**src/rtl/multicycle_ctrl_pkg.sv**
```systemverilog
// Shared definitions for the multi-cycle controller: state encoding, opcode map
// and AU function codes.
package multicycle_ctrl_pkg;

    typedef enum logic [2:0] {
        StIdle   = 3'd0,
        StFetch  = 3'd1,
        StDecode = 3'd2,
        StExec   = 3'd3,
        StMem    = 3'd4,
        StIo     = 3'd5,
        StHalt   = 3'd6
    } state_e;

    localparam logic [3:0] OpMova       = 4'd0;
    localparam logic [3:0] OpMovb       = 4'd1;
    localparam logic [3:0] OpMovc       = 4'd2;
    localparam logic [3:0] OpMovd       = 4'd3;
    localparam logic [3:0] OpAdd        = 4'd4;
    localparam logic [3:0] OpSub        = 4'd5;
    localparam logic [3:0] OpJmp        = 4'd6;
    localparam logic [3:0] OpJg         = 4'd7;
    localparam logic [3:0] OpIn         = 4'd8;
    localparam logic [3:0] OpOut        = 4'd9;
    localparam logic [3:0] OpMovi       = 4'd10;
    localparam logic [3:0] OpHalt       = 4'd11;
    localparam logic [3:0] OpIllegalMin = 4'd12;

    localparam logic [3:0] AcNone = 4'b0000;
    localparam logic [3:0] AcMova = 4'b0100;
    localparam logic [3:0] AcAdd  = 4'b1000;
    localparam logic [3:0] AcSub  = 4'b1001;

    // States that wait on a ram_rdy / io_rdy handshake and are subject to timeout.
    function automatic logic is_handshake_state(state_e s);
        return (s == StFetch) || (s == StMem) || (s == StIo);
    endfunction

endpackage

```
**src/rtl/wait_timer.sv**
```systemverilog
// Handshake wait counter: counts low-handshake cycles and flags the cycle in
// which the count reaches TO_MAX (TO_MAX must be at least 1).
module wait_timer #(
    parameter int unsigned TO_MAX = 15
) (
    input  logic clk,
    input  logic rst_n,
    input  logic clr,
    input  logic en,
    output logic expire
);

    localparam int unsigned W = $clog2(TO_MAX + 1);
    localparam logic [W-1:0] Last = W'(TO_MAX - 1);

    logic [W-1:0] cnt_q, cnt_d;

    // This cycle would be the TO_MAX-th consecutive cycle without a handshake.
    assign expire = en && (cnt_q == Last);

    always_comb begin
        cnt_d = cnt_q;
        if (clr) begin
            cnt_d = '0;
        end else if (en && !expire) begin
            cnt_d = cnt_q + W'(1);
        end
    end

    always_ff @(posedge clk or negedge rst_n) begin
        if (!rst_n) begin
            cnt_q <= '0;
        end else begin
            cnt_q <= cnt_d;
        end
    end

endmodule

```
**src/rtl/multicycle_ctrl.sv**
```systemverilog
// Multi-cycle instruction controller: fetch/decode/execute sequencing with RAM/IO
// handshakes, handshake timeout, sticky fault flags and a retired-instruction count.
module multicycle_ctrl
    import multicycle_ctrl_pkg::*;
#(
    parameter int unsigned OPW    = 4,
    parameter int unsigned TO_MAX = 15,
    parameter int unsigned CNT_W  = 16
) (
    input  logic             clk,
    input  logic             rst_n,
    input  logic [OPW-1:0]   op,
    input  logic             gf,
    input  logic             ram_rdy,
    input  logic             io_rdy,
    input  logic             resume,
    output logic             ld_pc,
    output logic             in_pc,
    output logic             ld_ir,
    output logic             ram_re,
    output logic             ram_we,
    output logic             s1,
    output logic             s2,
    output logic             reg_we,
    output logic             au_en,
    output logic             g_en,
    output logic             in_en,
    output logic             out_en,
    output logic             s0,
    output logic [3:0]       ac,
    output logic             halted,
    output logic             illegal,
    output logic             timeout,
    output logic [2:0]       state,
    output logic [CNT_W-1:0] retired
);

    state_e           state_q, state_d;
    logic [OPW-1:0]   op_q, op_d;
    logic             illegal_q, illegal_d;
    logic             timeout_q, timeout_d;
    logic [CNT_W-1:0] retired_q;
    logic             retire;
    logic             hs;
    logic             tmr_en;
    logic             tmr_clr;
    logic             expire;

    function automatic state_e decode_target(logic [OPW-1:0] v);
        state_e tgt;
        tgt = StExec;
        if (v >= OPW'(OpIllegalMin)) begin
            tgt = StHalt;
        end else begin
            case (v)
                OPW'(OpHalt):                tgt = StHalt;
                OPW'(OpMovb), OPW'(OpMovc):  tgt = StMem;
                OPW'(OpIn), OPW'(OpOut):     tgt = StIo;
                default:                     tgt = StExec;
            endcase
        end
        return tgt;
    endfunction

    assign hs      = (state_q == StIo) ? io_rdy : ram_rdy;
    assign tmr_en  = is_handshake_state(state_q) && !hs;
    assign tmr_clr = (state_d != state_q);

    wait_timer #(
        .TO_MAX (TO_MAX)
    ) u_wait_timer (
        .clk    (clk),
        .rst_n  (rst_n),
        .clr    (tmr_clr),
        .en     (tmr_en),
        .expire (expire)
    );

    always_comb begin
        state_d   = state_q;
        op_d      = op_q;
        illegal_d = illegal_q;
        timeout_d = timeout_q;
        retire    = 1'b0;
        unique case (state_q)
            StIdle: state_d = StFetch;
            StFetch, StMem, StIo: begin
                // Completion has priority over an expiring wait count.
                if (hs) begin
                    state_d = (state_q == StFetch) ? StDecode : StFetch;
                    retire  = (state_q != StFetch);
                end else if (expire) begin
                    state_d   = StHalt;
                    timeout_d = 1'b1;
                end
            end
            StDecode: begin
                op_d      = op;
                state_d   = decode_target(op);
                illegal_d = illegal_q | (op >= OPW'(OpIllegalMin));
            end
            StExec: begin
                state_d = StFetch;
                retire  = 1'b1;
            end
            StHalt: begin
                if (resume) begin
                    state_d   = StFetch;
                    illegal_d = 1'b0;
                    timeout_d = 1'b0;
                end
            end
            default: state_d = StIdle;
        endcase
    end

    always_ff @(posedge clk or negedge rst_n) begin
        if (!rst_n) begin
            state_q   <= StIdle;
            op_q      <= '0;
            illegal_q <= 1'b0;
            timeout_q <= 1'b0;
            retired_q <= '0;
        end else begin
            state_q   <= state_d;
            op_q      <= op_d;
            illegal_q <= illegal_d;
            timeout_q <= timeout_d;
            if (retire) begin
                retired_q <= retired_q + CNT_W'(1);
            end
        end
    end

    always_comb begin
        ld_pc  = 1'b0;
        in_pc  = 1'b0;
        ld_ir  = 1'b0;
        ram_re = 1'b0;
        ram_we = 1'b0;
        s1     = 1'b0;
        s2     = 1'b0;
        reg_we = 1'b0;
        au_en  = 1'b0;
        g_en   = 1'b0;
        in_en  = 1'b0;
        out_en = 1'b0;
        s0     = 1'b1;
        ac     = AcNone;
        case (state_q)
            StFetch: begin
                ram_re = 1'b1;
                ld_ir  = ram_rdy;
                in_pc  = ram_rdy;
            end
            StExec: begin
                case (op_q)
                    OPW'(OpMova): begin
                        reg_we = 1'b1;
                        au_en  = 1'b1;
                        ac     = AcMova;
                    end
                    OPW'(OpMovd): begin
                        reg_we = 1'b1;
                        s0     = 1'b0;
                    end
                    OPW'(OpAdd): begin
                        reg_we = 1'b1;
                        au_en  = 1'b1;
                        ac     = AcAdd;
                    end
                    OPW'(OpSub): begin
                        reg_we = 1'b1;
                        au_en  = 1'b1;
                        g_en   = 1'b1;
                        ac     = AcSub;
                    end
                    OPW'(OpMovi): reg_we = 1'b1;
                    OPW'(OpJmp):  ld_pc  = 1'b1;
                    OPW'(OpJg):   ld_pc  = gf;
                    default: ;
                endcase
            end
            StMem: begin
                if (op_q == OPW'(OpMovb)) begin
                    s2     = 1'b1;
                    ram_we = 1'b1;
                end else begin
                    s1     = 1'b1;
                    ram_re = 1'b1;
                    reg_we = ram_rdy;
                end
            end
            StIo: begin
                if (op_q == OPW'(OpIn)) begin
                    in_en  = 1'b1;
                    reg_we = io_rdy;
                end else begin
                    au_en  = 1'b1;
                    out_en = 1'b1;
                end
            end
            default: ;
        endcase
    end

    assign halted  = (state_q == StHalt);
    assign illegal = illegal_q;
    assign timeout = timeout_q;
    assign state   = state_q;
    assign retired = retired_q;

endmodule

```
**config.mk**
```make
export PLATFORM = sky130hd
export DESIGN_NAME = multicycle_ctrl
export DESIGN_NICKNAME = d
export VERILOG_FILES = /design/src/rtl/multicycle_ctrl_pkg.sv /design/src/rtl/wait_timer.sv /design/src/rtl/multicycle_ctrl.sv
export SDC_FILE = /design/constraint.sdc
export NUM_CORES = 1
export LEC_CHECK = 0
export CORE_MARGIN = 3
export CORE_UTILIZATION = 41
export DETAILED_ROUTE_END_ITERATION = 10
export PLACE_DENSITY = 0.71
export SKIP_LAST_GASP = 1
export SYNTH_ARGS = -nofsm -noshare
export SYNTH_HDL_FRONTEND = slang
export SYNTH_SLANG_ARGS = --single-unit
export TNS_END_PERCENT = 10
```
**constraint.sdc**
```tcl
create_clock -name clk -period 1.6 [get_ports clk]
set_input_delay 0.16 -clock clk [delete_from_list [all_inputs] [get_ports clk]]
set_output_delay 0.16 -clock clk [all_outputs]
set_load 0.005 [all_outputs]
```
After elaboration in Yosys (flattened, before gate mapping):

Cells that the tools add are included.

* bits in registers: 29
* input bits: 10
* output and inout bits: 39
* word-level logic and storage cells: 96

* add/sub/neg operators: 2
* order comparisons: 1
* eq/ne operators: 25
* multiplexer cells: 41
* bitwise gates (word level): 1
* reduce and logical (&&, ||, !) cells: 20

Operator list (number)
* == test 4 bit (second input constant): 6
* 2-to-1 mux 1 bit: 23
* adder 16 x 1 -> 16 bit (second input constant): 1
* == test 4 x 3 -> 1 bit (second input constant): 4
* 2-to-1 mux 3 bit: 4
* 2-to-1 mux 4 bit: 3
* case mux 1 bit (2 select lines): 6
* case mux 3 bit (4 select lines): 1
* case mux 4 bit (3 select lines): 1
* == test 3 bit (second input constant): 3
* case mux 3 bit (3 select lines): 1
* == test 4 x 1 -> 1 bit (second input constant): 2
* == test 4 x 2 -> 1 bit (second input constant): 2
* == test 3 x 2 -> 1 bit (second input constant): 2
* nonzero test 2 bit: 3
* OR reduction 2 bit: 3
* OR reduction 3 bit: 2
* OR reduction 5 bit: 1
* adder 4 x 1 -> 4 bit (second input constant): 1
* >= comparator 4 bit (second input constant): 1
* logical NOT 4 bit: 1
* inequality test 2 bit (second input constant): 2
* AND reduction 4 bit: 1
* == test 3 x 1 -> 1 bit (second input constant): 1
* 11 further kinds: 15

Longest topological paths before layout:

* depth after elaboration: 10
* gate-level depth with buffers: 7
* mapped depth without buffers: 7

Cells and area by module:

From an unflattened synthesis, not the netlist that was laid out.

* cells, all modules: 193
* area total of the unflattened synthesis: 1824.2 um^2

Modules (own cells, without submodules)
* multicycle_ctrl: instances 1, cells each 169, area each 1570.3 um^2, seq. area each 625.6 um^2
* wait_timer: instances 1, cells each 24, area each 254.0 um^2, seq. area each 100.1 um^2

Least setup slack after synthesis:

OpenSTA, ideal clock, no wires.

* path kind: flip-flop to flip-flop
* start point: register state_q[0], in the netlist state[0]
* end point: register u_wait_timer.cnt_q[2]
* setup time: 146 ps
* data arrival time: 1613 ps
* path slack: -159 ps
* cell stages (with the launch flop): 8
* period minus slack after synthesis: 1759 ps
* path through: dfrtp_1 -> buf_6 -> or3b_1 -> buf_4 -> a211oi_2 -> a211oi_1 -> o22ai_2 -> nor3_1

* longest elaborated chain between the ends: 10

RTL lines
* start, declared: RTL line multicycle_ctrl.sv:38 `state_e state_q, state_d;`
* start signal, assigned: RTL line multicycle_ctrl.sv:119 `state_q <= StIdle;`
* start signal, assigned: RTL line multicycle_ctrl.sv:125 `state_q <= state_d;`
* == test 3 bit, or another cell as far along: RTL line multicycle_ctrl_pkg.sv:36, multicycle_ctrl.sv:65, multicycle_ctrl.sv:85
* 2-to-1 mux 1 bit / logical OR 1 bit (equally long branches): RTL line multicycle_ctrl.sv:65, multicycle_ctrl_pkg.sv:36
* logical NOT 1 bit / logical OR 1 bit (equally long branches): RTL line multicycle_ctrl.sv:66, multicycle_ctrl_pkg.sv:36
* logical AND 1 bit: RTL line multicycle_ctrl.sv:66 `assign tmr_en = is_handshake_state(state_q) && !hs;`
* logical AND 1 bit: RTL line wait_timer.sv:19 `assign expire = en && (cnt_q == Last);`
* 2-to-1 mux 3 bit: RTL line multicycle_ctrl.sv:92 `end else if (expire) begin`
* 2-to-1 mux 3 bit: RTL line multicycle_ctrl.sv:89 `if (hs) begin`
* case mux 3 bit (4 select lines): RTL line multicycle_ctrl.sv:85 `unique case (state_q)`
* inequality test 3 bit: RTL line multicycle_ctrl.sv:67 `assign tmr_clr = (state_d != state_q);`
* 2-to-1 mux 4 bit / nonzero test 2 bit (equally long branches)
* end signal, assigned: RTL line wait_timer.sv:34 `cnt_q <= cnt_d;`
* end, declared: RTL line wait_timer.sv:16 `logic [W-1:0] cnt_q, cnt_d;`

Several ways; a longest one is shown, not always the timed one.
A chain may end at the register's enable or synchronous reset.

Final worst setup path:

* start point: register state_q[0], in the netlist state[0]
* end point: register u_wait_timer.cnt_q[3]

The elaborated chain is that of the path after synthesis.

==> results.toml <==
[run_status]
outcome = "complete, but fails checks"
violations = "setup timing"

[global_route]
grt_pass1_wl_mm = 8.08
grtUsageTotal_pct = 19.4
grtUsageMet3_pct = 3.97
grt_use_met1_pct = 24.3
antenna_found_initial = 0
top_usage_layer = "met2"
use_met2_pct = 33.3
grt_max_degree = 30
grt_pass1_vias = 1800
grt_overflow = 0

[worst_setup_path]
crit_slowest_cell = "or3b_4"
cp.required_ns = 1.76
cpPeakStageDelay_ns = 0.44
cp_max_fo = 5
path_class = "flip-flop to flip-flop"
reg2reg_to = "u_wait_timer.cnt_q[3]"
r2r_start = "state[0]"
end_kind = "flip-flop"
r2r_cells = 6
cpLargestDelayFamily = "compound AO/OA/AOI/OAI gates"
reg2reg_slack_ns = -0.28
cp-startpoint = "state[0]"
cp_cell_sequence = "buf_4 > or3b_4 > a211oi_4 > a211oi_2 > o22ai_2 > nor3_2"
arrival_ns = 2.04
crit_cells = 6
cp.buffers_inverters = 1
startpoint_type = "flip-flop"

[clock_tree]
cts_buffer_depth = 2
clk_root_buffer_cell = "clkbuf_8"
numCtsBuffers = 5
cts_max_level = 2
worstSkewPairLatency_ns = 0.28
clock_sinks = 29
cts_tree = "yes"
hold_buffers = 0
clk_pin_slew_ns = 0.07

[sta]
hold_viol = 0
setup_violations = 33
fin_crit_sh_pct = 118
fin_hold_ws_ns = 0.269
fin_skew_ns = 0.00637
worst_slack_ns = -0.283
maxSlewViolCount = 0
rsz0062_at_grt = "yes"
fmaxAchievable_ghz = 0.531
finalSetupTns_ns = -5.25
fin_crit_ns = 1.88

[layout]
final_nets = 306
areaGrowthSynthToFinish_pct = 63.5
drive_above_1_share_pct = 40.1
diodes = 0

[synthesis]
yosysWarnings = 0
synth_common_cells = "dfrtp_1 (29), xnor2_1 (17), nand2_1 (12)"
synth_xor_area_share_pct = 9.44
synth_area_leader_cell = "dfrtp_1"
syn_area_per_cell_sq_um = 9.71
synth_mux_area_share_pct = 3.64
ys_ff_latch = 29
synth.net_count = 204
synth_area_leaders = "dfrtp_1 (39%), xnor2_1 (8.0%), nor3_1 (2.4%)"
synth.distinct_cells = 56
synth_compound_area_share_pct = 14.2
yosysTopAreaCellShare_pct = 39.1
syn_area_sq_mm = 0.00186
synth_fa_ha_area_share_pct = 2.02
synthArstFlopShare_pct = 100
synth_top_family_by_area = "simple AND/OR/NAND/NOR gates"
synth.most_common_cell = "dfrtp_1"
synth-edff-count = 0
yosys.area_share.simple_pct = 25.1
synth_ff_type = "dfrtp_1"
yosysSeqAreaShare_pct = 39.1
syn_inst = 191

[routing]
num_vias = 1787
drtIter0Drc = 54
finalWirelength_mm = 5.06
viasPerCell = 5.19
drtAntennaViolNets = 0
dr.pass1.iters = 4
drc = 0
wl_per_cell_um = 14.7

[floorplan]
die_y_um = 73.3
io_pins = 49
die_area_sq_mm = 0.00537
die_w_um = 73.3
start_util_pct = 44.5
row_count = 23
core_sq_mm = 0.00417

[placed_design]
dp_slack_ns = -0.424
io_buffers = 47
place.gp.congestion = 0.866
hpwl_mm = 3.52

[run]
maxCapViolations = 0

[power]
power.density_mw_per_mm2 = 1460
leakagePower_nw = 1.34
peakVddDrop_v = 0.000760

[worst_hold_path]
hold_class = "input port to async pin"
[timing repair]
action	4_1_cts	5_1_grt
gates resized for setup	56	19
setup endpoints to repair	34	42
pin swaps	11	12
buffers inserted	13	4
[worst register-to-register path: stages, from the launching register on]
cell,delay [ns]
dfrtp_1,0.43
buf_4,0.16
or3b_4,0.44
a211oi_4,0.20
a211oi_2,0.11
o22ai_2,0.32
nor3_2,0.09
[registers in the layout, summed over array words and instances (netlist names)]
name,cells
state,3
retired,16
u_wait_timer.cnt_q,4
timeout,1
illegal,1
op_q,4
[layer usage]
layer  part of all wire [%]  vias to the layer above
li1                       -                      881
met1                     44                      854
met2                     50                       44
met3                    5.2                        8
met4                    1.7                        0
met5                      0                        -
[cells by family (layout without fill, tap and decap cells)]
kind of cell | Yosys count | count (layout)
fa+ha+maj | 3 | 3
mux | 5 | 5
buf+inv | 22 | 125
xor+xnor | 20 | 20
simple gates | 77 | 77
other cells | 1 | 1
compound gates | 34 | 34
flops | 29 | 29
[worst max path at each step]
stage / slack [ns] / end
after floorplan: -0.13 / u_wait_timer.cnt_q[0]
after global placement: -0.43 / ram_we
after detailed placement: -0.42 / ram_we
after CTS: -0.24 / ram_re
after global routing: -0.35 / u_wait_timer.cnt_q[3]
final: -0.28 / u_wait_timer.cnt_q[3]
[placed cells by master, fill, tap and decap left out, types with 5 or more instances in the layout]
master,instances
dlygate4sd2_1,9
xnor2_1,17
and3_1,5
nand3_1,7
clkbuf_8,6
clkdlybuf4s50_1,31
dfrtp_1,27
buf_4,61
a21oi_1,5
o21ai_0,5
nand3b_1,6
nand2_1,11
nor3_2,5
buf_2,5
[through the flow]
stage	power (mW)	util [%]	instances	area, sq um
after floorplan	2.13	-	191	1860
after global routing	4.68	72.7	344	3030
final	4.43	72.7	344	3030
after detailed placement	3.12	63.8	321	2660
after CTS	4.26	71.1	342	2970
after global placement	3.10	63.8	321	2660
[report_power, final]
group	internal [mW]	switching [mW]	total (mW)
sequential	0.904	0.185	1.09
clock	0.507	0.286	0.793
combinational	1.39	1.15	2.55
total	2.80	1.62	4.43
[layout make-up]
type | instances | area, sq um
Fill cell | 309 | 1140
Multi-Input combinational cell | 140 | 1180
Clock buffer | 7 | 86.3
Timing Repair Buffer | 110 | 918
Inverter | 7 | 26.3
Tap cell | 50 | 62.6
Clock inverter | 1 | 30.0
Sequential cell | 29 | 728
No activity file was read; power rests on OpenSTA's default activity.
